$ cat config.mk
export PLATFORM = sky130hd
export DESIGN_NAME = fetch_unit
export DESIGN_NICKNAME = d
export VERILOG_FILES = /design/src/rtl/fetch_unit.sv
export SDC_FILE = /design/constraint.sdc
export NUM_CORES = 1
export LEC_CHECK = 0
export CAP_MARGIN = 30
export CORE_AREA = 5 5 110 154
export CTS_CLUSTER_DIAMETER = 120
export DETAILED_ROUTE_END_ITERATION = 6
export DIE_AREA = 0 0 115 159
export DONT_BUFFER_PORTS = 1
export GPL_TIMING_DRIVEN = 0
export HOLD_SLACK_MARGIN = 0.03
export PLACE_DENSITY = 0.44
export SLEW_MARGIN = 20
export SYNTH_ARGS = -nofsm -noshare
export SYNTH_HDL_FRONTEND = slang
export SYNTH_SLANG_ARGS = --single-unit
$ cat constraint.sdc
create_clock -name clk -period 2.2 [get_ports clk]
set_clock_uncertainty 0.05 [all_clocks]
set_input_delay 0.55 -clock clk [delete_from_list [all_inputs] [get_ports clk]]
set_output_delay 0.55 -clock clk [all_outputs]
set_load 0.02 [all_outputs]
$ cat src/rtl/fetch_unit.sv
// fetch_unit: instruction fetch stage. It issues one-word reads to a fixed-latency memory,
// holds the fetched word for the decoder until it is accepted, then advances the PC.
//
// Ports:
//   clk, rst           clock and synchronous active-high reset
//   en                 run enable; a new fetch starts only while high
//   mem_en, mem_ren    memory enable / read enable, high for the one-cycle request
//   mem_addr[15:0]     word address (pc[17:2])
//   mem_dout[31:0]     read data, sampled only in the capture cycle
//   instr[31:0]        fetched instruction
//   instr_valid        instr holds a word not yet consumed
//   instr_ready        decoder accepts instr this cycle
//   pc[31:0]           address of instr, or of the fetch in flight
//   redirect           taken jump/branch; load redirect_pc
//   redirect_pc[31:0]  new PC, bits [1:0] forced to zero
//   IF                 high while a fetch is in flight (REQ or WAIT)
module fetch_unit #(
    parameter int unsigned MEM_LAT  = 2,
    parameter logic [31:0] RESET_PC = 32'h0000_0000
) (
    input  logic        clk,
    input  logic        rst,
    input  logic        en,
    output logic        mem_en,
    output logic        mem_ren,
    output logic [15:0] mem_addr,
    input  logic [31:0] mem_dout,
    output logic [31:0] instr,
    output logic        instr_valid,
    input  logic        instr_ready,
    output logic [31:0] pc,
    input  logic        redirect,
    input  logic [31:0] redirect_pc,
    output logic        IF
);

    typedef enum logic [1:0] {StIdle, StReq, StWait, StHold} state_e;

    state_e      state_q, state_d;
    logic [31:0] pc_q, pc_d;
    logic [31:0] instr_q, instr_d;
    logic        valid_q, valid_d;
    logic [3:0]  cnt_q, cnt_d;

    logic [31:0] redirect_target;
    logic        unused_redirect_lsbs;

    assign redirect_target      = {redirect_pc[31:2], 2'b00};
    assign unused_redirect_lsbs = ^redirect_pc[1:0];

    always_comb begin
        state_d = state_q;
        pc_d    = pc_q;
        instr_d = instr_q;
        valid_d = valid_q;
        cnt_d   = cnt_q;

        unique case (state_q)
            StIdle: begin
                // A redirect while idle only moves the PC; the fetch starts next cycle.
                if (redirect) begin
                    pc_d = redirect_target;
                end else if (en) begin
                    state_d = StReq;
                end
            end
            StReq: begin
                if (redirect) begin
                    pc_d    = redirect_target;
                    state_d = en ? StReq : StIdle;
                end else begin
                    cnt_d   = 4'(MEM_LAT);
                    state_d = StWait;
                end
            end
            StWait: begin
                if (redirect) begin
                    // Abandon the in-flight read; its data is never captured.
                    pc_d    = redirect_target;
                    cnt_d   = 4'd0;
                    state_d = en ? StReq : StIdle;
                end else if (cnt_q <= 4'd1) begin
                    instr_d = mem_dout;
                    valid_d = 1'b1;
                    cnt_d   = 4'd0;
                    state_d = StHold;
                end else begin
                    cnt_d = cnt_q - 4'd1;
                end
            end
            StHold: begin
                // Redirect wins over a simultaneous handshake: no pc+4.
                if (redirect) begin
                    pc_d    = redirect_target;
                    valid_d = 1'b0;
                    state_d = en ? StReq : StIdle;
                end else if (valid_q && instr_ready) begin
                    pc_d    = pc_q + 32'd4;
                    valid_d = 1'b0;
                    state_d = en ? StReq : StIdle;
                end
            end
            default: state_d = StIdle;
        endcase
    end

    always_ff @(posedge clk) begin
        if (rst) begin
            state_q <= StIdle;
            pc_q    <= RESET_PC;
            instr_q <= 32'h0;
            valid_q <= 1'b0;
            cnt_q   <= 4'd0;
        end else begin
            state_q <= state_d;
            pc_q    <= pc_d;
            instr_q <= instr_d;
            valid_q <= valid_d;
            cnt_q   <= cnt_d;
        end
    end

    assign mem_en      = (state_q == StReq);
    assign mem_ren     = mem_en;
    assign mem_addr    = pc_q[17:2];
    assign instr       = instr_q;
    assign instr_valid = valid_q;
    assign pc          = pc_q;
    assign IF          = (state_q == StReq) || (state_q == StWait);

endmodule

# Word-level counts from Yosys, hierarchy flattened
# Cells that the tools add are included.
# Widths: inputs -> output; s select.
# classes
addsub,2
order_cmp,1
eq_ne,11
n_mux,22
n_bitwise,1
n_reduce_logical,11
# ops
operator,n
$mux 32,3
$pmux 32 s2,1
$add 32x3->32 const B,1
$mux 2,7
$mux 4,3
$ne 2x2->1 const B,5
$pmux 2 s4,1
$pmux 4 s2,1
$reduce_and 4->1,2
$ne 3x3->1 const B,2
$mux 1,5
$eq 2x2->1 const B,2
$le 4x1->1 const B,1
$reduce_and 2->1,2
$reduce_bool 2->1,2
$sub 4x1->4 const B,1
$reduce_and 3->1,1
$reduce_or 3->1,1
$eq 2x1->1 const B,1
$logic_not 2->1,1
$ne 2x1->1 const B,1
$pmux 1 s2,1
$logic_and 1x1->1,1
$logic_or 1x1->1,1
$not 1->1,1
# word_totals
ff_bits,71
inputBits,69
output_inout_bits,84
word_cells,53

# Depth between registers and ports, before layout
# Gate-level depths: netlist (run 1).
# logic_depth
depth_word,4
depth_mapped,8
depth_no_buf,7

# Worst setup path after synthesis (run 1)
# OpenSTA, ideal clock, no wires.
# synth_path
path_kind,register to register
start,register pc_q[2] (netlist: pc[2])
end,register pc_q[28] (netlist: pc[28])
setup_time_ns,0.134
t_arrival_ns,1.685
required_ns,2.016
setup_slack_ns,0.331
path_stages_with_launch,7
path_buffers,0
synth_period_minus_slack_ns,1.869
cell_sequence,dfxtp_1 > ha_1 > nand3_2 > nor4_4 > a31oi_1 > a41oi_1 > a31oi_1
# synth_between
elab_chain_len,4
# synth_lines
item,line,text
"start, declared",40,"logic [31:0] pc_q, pc_d;"
"start signal, assigned",116,pc_q <= pc_d;
$add 32x3->32,98,pc_d = pc_q + 32'd4;
$mux 32,97,end else if (valid_q && instr_ready) begin
$mux 32,93,if (redirect) begin
$pmux 32 s2,58,unique case (state_q)
# No other way between the ends. The select of a mux whose other input is x is not followed.
# A chain may end at the register's enable or synchronous reset.

# Worst setup path in the final report (run 1)
# layout_path
start,register pc_q[13] (netlist: pc[13])
end,register pc_q[29] (netlist: pc[29])
# Same word-level chain as after synthesis.

==> flow_summary_export.csv, run 1 <==
group,metric,value,unit
run_status,status,"finished clean",
die,die_w,115,µm
detailed_routing,vias,3693,
sta,timing.setup.tns,0,ps
placed_design,place_inst,685,
detailed_routing,ant_nets,0,
yosys,synthMuxAreaShare,0.5314,%
power_and_ir_drop,irDropWorstVdd,0.3397,mV
hold_path,hp-class,"primary input to flop",
yosys,synth-seq-cells,69,
placed_design,dp_slack,-47.89,ps
yosys,synth_compound_area_share,21.29,%
sta,worst_slack,113.2,ps
placed_design,hpwl,10650,µm
die,rows,54,
yosys,synth_top_family_by_area,"simple AND/OR/NAND/NOR gates",
sta,setup_viol,0,
die,coreArea,15400,µm²
yosys,synth-main-ff-cell,"dfxtp_1",
die,design.die.area,18290,µm²
critical_path,crit_path_end_kind,"flop",
global_route,antenna_found_initial,1,
yosys,ys_types,64,
yosys,synth_edf_count,0,
detailed_routing,wl_per_cell,20.13,µm
global_route,grt_pass1_vias,3575,
global_route,grt_pass1_wl,21070,µm
global_route,grt-ovfl-total,0,
sta,relSlewSlack,50.61,%
die,io_pins,153,
detailed_routing,drtPass1Iterations,5,
yosys,yosys_warnings,0,
sta,worst_slew_pin_slew,740.9,ps
sta,rsz0062_at_grt,"no",
finish,nNetsFinal,579,
power_and_ir_drop,p_leak,1.557,nW
yosys,syn-instance-count,488,
clock_tree,clk-insertion-delay-late,340,ps
yosys,yosys.area_share.simple,28.96,%
die,die_y,159,µm
yosys,syn_area,3767,µm²
clock_tree,cts_tree,"yes",
finish,antennaDiodeCount,0,
finish,final_area,4357,µm²
sta,fin_crit_sh,94.85,%
sta,worst_hold_slack,291.9,ps
placed_design,placed_cell_area,4016,µm²
critical_path,cp.required,2390,ps
global_route,grt_start_max_net_pins,14,
sta,slew_viol_final,0,
clock_tree,cts.path.max_buffers,2,
yosys,synthXorXnorAreaFrac,0.6974,%
sta,hold_viol_final,0,
critical_path,critPathKind,"flop to flop",
placed_design,place_congestion,0.8303,
detailed_routing,wirelength,14130,µm
power_and_ir_drop,power-per-cell-area,767.8,nW/µm²
yosys,synth_seq_area_share,36.67,%
critical_path,worstPathMaxFanout,8,
yosys,avgSynthCellArea,7.720,µm²
finish,fin_cells,702,
yosys,synth_fa_ha_area_share,2.989,%
global_route,grt_usage,14.91,%
clock_tree,clock-root-buffer,"clkbuf_16",
finish,synthToLayoutAreaGrowth,15.64,%
sta,fmax,479.2,MHz
detailed_routing,drtIter0Drc,299,
critical_path,cp.arrival,2280,ps
die,start_util,24.46,%
run,cap_violations,0,
clock_tree,cts.sinks,69,
yosys,synthArstFlopShare,0,%
clock_tree,cts_buffers,9,
placed_design,port_buffers,0,
clock_tree,path_clk_slew,60,ps
clock_tree,h-tree-depth,3,
finish,drive_gt1_share,16.60,%
sta,finalCriticalPeriod,2087,ps
detailed_routing,vias_per_cell,5.261,
detailed_routing,drcViolationCount,0,
critical_path,crit_path_start_kind,"flop",
clock_tree,cts_hold_buffers,0,
-- synth_stat cells (2+ instances only) --
master / n / area share, %
a211oi_2: 2 / 0.66
a21o_1: 4 / 0.80
nor2_1: 42 / 4.2
clkbuf_1: 10 / 1.0
buf_2: 18 / 2.4
a31oi_1: 8 / 1.3
or4_1: 2 / 0.40
buf_6: 2 / 0.60
a21oi_1: 53 / 7.0
nor3b_1: 2 / 0.40
a311oi_1: 7 / 1.6
nand4_1: 11 / 1.8
a2bb2oi_1: 3 / 0.70
o31ai_1: 2 / 0.40
a211oi_1: 5 / 1.0
nand3_1: 16 / 2.1
and2_1: 2 / 0.33
a22oi_1: 3 / 0.60
nand3_2: 4 / 1.1
mux2i_1: 2 / 0.53
inv_1: 8 / 0.80
nor4_2: 3 / 1.0
nand2_1: 92 / 9.2
and3_1: 8 / 1.3
buf_4: 19 / 3.8
o21ai_0: 13 / 1.7
dfxtp_1: 69 / 37
nand2b_1: 6 / 1.0
o21bai_1: 2 / 0.40
xor2_1: 2 / 0.47
o22ai_1: 3 / 0.50
nor3_1: 18 / 2.4
and3_2: 2 / 0.40
nor3_2: 2 / 0.53
ha_1: 9 / 3.0
buf_1: 2 / 0.20
nor4_1: 4 / 0.66
o41ai_1: 2 / 0.47
-- layer usage --
| layer | share of wire [%] | vias to the layer above | global-route usage, % |
|---|---|---|---|
| met4 | 2.5 | 2 | 5.659 |
| met5 | 0.092 | - | 0 |
| met2 | 52 | 151 | 25.87 |
| met3 | 9.0 | 30 | 5.247 |
| met1 | 37 | 1759 | 16.44 |
| li1 | - | 1751 | - |
-- what timing repair did --
action / CTS / global route
pin swaps: 1 / 0
endpoints found under the hold margin: 0 / 0
gates resized for setup: 0 / 12
cloned: 0 / 0
setup buffers: 1 / 0
setup endpoints to repair: 4 / 48
-- power breakdown --
part	total, mW	switching (mW)	internal (mW)
registers	1.45	0.146	1.31
logic	0.395	0.241	0.154
clock network	1.50	0.614	0.884
total	3.34	1.00	2.34
-- through the flow --
| stage | power (mW) | util (%) |
|---|---|---|
| 5_1_grt | 3.494 | 28.28 |
| 4_1_cts | 3.384 | 28.06 |
| 3_5_place_dp | 1.864 | 26.07 |
| 3_3_place_gp | 1.857 | 26.07 |
| 2_1_floorplan | 1.756 | - |
| 6_report | 3.345 | 28.28 |
-- registers in the layout, indices dropped and copies added, names as in the netlist --
name	cells
cnt_q	4
instr	32
instr_valid	1
pc	30
state_q	2
-- final timing paths --
kind,start,to,slack [ps],depth (start not counted)
worst max-delay path,pc[13],pc[29],110,5
worst min-delay path,mem_dout[20],instr[20],290,2
worst max register to register,pc[13],pc[29],110,5
worst min register to register,cnt_q[1],cnt_q[1],470,2
-- critical path, stage by stage, from the launching register on --
cell and delay [ps]:
dfxtp_1 640, nand3_2 300, nor4_2 440, and2_4 230, a211oi_2 70, nor4_2 270
-- cell type report --
| type | count | area, µm² |
|---|---|---|
| clock buffers | 9 | 225.2 |
| plain buffers | 51 | 309.0 |
| repair buffers | 1 | 7.507 |
| multi-input cells | 361 | 2082 |
| inverters | 8 | 30.03 |
| clock inverters | 7 | 73.82 |
| fillers | 1678 | 11050 |
| flip-flops and latches | 69 | 1384 |
| well taps | 196 | 245.2 |
-- layout by cell type, fill, tap and decap left out, types with 3 or more instances in the layout --
master / n
a211oi_1: 5
a21o_1: 4
a21oi_1: 53
a22oi_1: 3
a2bb2oi_1: 3
a311oi_1: 7
a31oi_1: 8
and3_1: 8
buf_2: 15
buf_4: 21
clkbuf_1: 10
clkbuf_16: 9
dfxtp_1: 67
ha_1: 8
inv_1: 8
nand2_1: 92
nand2b_1: 5
nand3_1: 16
nand3_2: 4
nand4_1: 11
nor2_1: 41
nor3_1: 18
nor4_1: 4
o21ai_0: 13
o22ai_1: 3
-- cells by family (layout without fill, tap and decap cells) --
family | after synthesis | after routing
AND/OR/NAND/NOR | 222 | 222
buffers and inverters | 59 | 76
adder cells (fa/ha/maj) | 9 | 9
multiplexers | 2 | 2
AO/OA/AOI/OAI | 123 | 123
flip-flops | 69 | 69
XOR/XNOR | 3 | 3
other | 1 | 2
No activity file was read; power rests on OpenSTA's default activity.
==> inputs of run 2 (changes only) <==
- CORE_AREA: 5 5 110 154 -> 3 3 108 152
- DIE_AREA: 0 0 115 159 -> 0 0 111 155
- GPL_TIMING_DRIVEN: 0 -> not set
==> flow_summary_export.csv, run 2 (synthesized netlist as in run 1, its figures left out) <==
group,metric,value,unit
hold_path,whs_endpoint,"instr[6]",
sta,timing.setup.tns,0,ps
power_and_ir_drop,finalPower,3.442,mW
sta,relSlewSlack,65.24,%
clock_tree,cts.path.max_buffers,2,
finish,synthToLayoutAreaGrowth,15.78,%
hold_path,hp-class,"primary input to flop",
critical_path,crit_path_end_kind,"flop",
critical_path,cp.required,2370,ps
hold_path,worstHoldStart,"rst",
critical_path,path_buf_inv,1,
power_and_ir_drop,p_sw,0.9443,mW
finish,drive_gt1_share,15.68,%
placed_design,place_congestion,0.8440,
placed_design,hpwl,8906,µm
sta,rsz0062_at_grt,"no",
critical_path,worstPathMaxFanout,26,
sta,hold_viol_final,0,
clock_tree,cts.sinks,69,
clock_tree,path_clk_slew,60,ps
global_route,grt_start_max_net_pins,70,
hold_path,worstHoldPathCells,1,
detailed_routing,drcViolationCount,0,
placed_design,port_buffers,0,
sta,setup_viol,0,
critical_path,critPathSlowestCell,"dfxtp_1",
critical_path,cp.arrival,2110,ps
detailed_routing,vias_per_cell,5.151,
clock_tree,ctsResizeCount,0,
clock_tree,cts_tree,"yes",
global_route,grt_usage,13.95,%
finish,largest_reg_flops,32,
global_route,grt-ovfl-total,0,
clock_tree,cts_hold_buffers,0,
die,rows,53,
global_route,antenna_found_initial,1,
sta,worst_hold_slack,231.1,ps
critical_path,r2r_slack,260,ps
power_and_ir_drop,p_sw_share,27.44,%
critical_path,crit_start,"state_q[0]",
power_and_ir_drop,pwr-share-seq,40.2,%
die,coreArea,15050,µm²
die,start_util,25.03,%
detailed_routing,ant_nets,0,
clock_tree,clock-root-buffer,"clkbuf_16",
clock_tree,h-tree-depth,3,
critical_path,slowest_delay,420,ps
die,die_w,111,µm
critical_path,r2r-start,"state_q[0]",
global_route,grt_pass1_wl,19050,µm
finish,final_cell_mix,"nand2_1 (92), dfxtp_1 (69), a21oi_1 (52)",
finish,final_common_cell,"nand2_1",
die,io_pins,153,
sta,fmax,514.8,MHz
detailed_routing,drtPass1Iterations,5,
run,cap_violations,0,
critical_path,critPathTopFamily,"compound AO/OA/AOI/OAI gates",
sta,slew_viol_final,0,
clock_tree,cts_buffers,9,
detailed_routing,vias,3518,
critical_path,r2r-end,"pc[21]",
critical_path,crit_path_cell_trace,"ha_1 -> and2b_1 -> a21o_1 -> buf_12 -> nor2_1 -> a221oi_1 -> nor3_1",
power_and_ir_drop,irDropWorstVdd,0.2874,mV
power_and_ir_drop,clkPwrFrac,47.4,%
die,die_y,155,µm
finish,nNetsFinal,564,
sta,worst_slew_pin_slew,517.5,ps
power_and_ir_drop,pwr-share-comb,12.5,%
run_status,status,"finished clean",
critical_path,rr_worst_depth,7,
power_and_ir_drop,p_int,2.497,mW
detailed_routing,wirelength,12220,µm
critical_path,crit_path_start_kind,"flop",
power_and_ir_drop,power-per-cell-area,789.1,nW/µm²
clock_tree,clk-insertion-delay-late,340,ps
finish,antennaDiodeCount,0,
sta,fin_crit_sh,88.29,%
detailed_routing,wl_per_cell,17.89,µm
die,design.die.area,17210,µm²
detailed_routing,drtIter0Drc,222,
global_route,grt_pass1_vias,3409,
clock_tree,postCtsSetupBuffers,0,
power_and_ir_drop,p_leak,1.555,nW
sta,finalCriticalPeriod,1942,ps
critical_path,critPathKind,"flop to flop",
[run 2: area by class of cell]
class | count | area, µm²
fill | 1609 | 10690
tap | 192 | 240.2
sequential | 69 | 1381
clock buffer | 10 | 239.0
timing repair buffer | 37 | 302.8
multi-input combinational | 361 | 2074
inverter | 8 | 30.03
clock inverter | 6 | 93.84
[run 2: worst max path at each step]
stage               slack [ps]  cells past startpoint     end
finish                     260                      7  pc[21]
floorplan                  330                      6  pc[28]
global placement           280                      7  pc[21]
global route                50                      7  pc[21]
CTS                        240                      7  pc[21]
detailed placement         230                      7  pc[21]
[run 2: metrics by stage]
stage	setup slack, ps	instances	util [%]	cell area (µm²)
6_report	257.6	683	28.98	4362
5_1_grt	47.02	683	28.98	4362
4_1_cts	235.8	683	28.98	4362
3_5_place_dp	230.8	667	26.76	4029
3_3_place_gp	277.8	667	26.76	4029
2_1_floorplan	330.7	489	-	3771
[run 2: power by group through the flow]
stage / registers, mW / logic (mW) / clock network [mW]
floorplan: 1.44 / 0.313 / 0
CTS: 1.38 / 0.433 / 1.69
global route: 1.39 / 0.472 / 1.75
finish: 1.38 / 0.429 / 1.63
detailed placement: 1.41 / 0.431 / 0
global placement: 1.41 / 0.426 / 0
[run 2: per-layer routing]
layer | vias up | part of all wire, % | wire (µm) | GRT usage, %
met4 | 2 | 2.4 | 295 | 6.514
met2 | 125 | 49 | 6012 | 22.86
met3 | 19 | 8.7 | 1065 | 5.564
li1 | 1716 | - | - | -
met5 | - | 0.11 | 13 | 0
met1 | 1656 | 40 | 4829 | 15.93
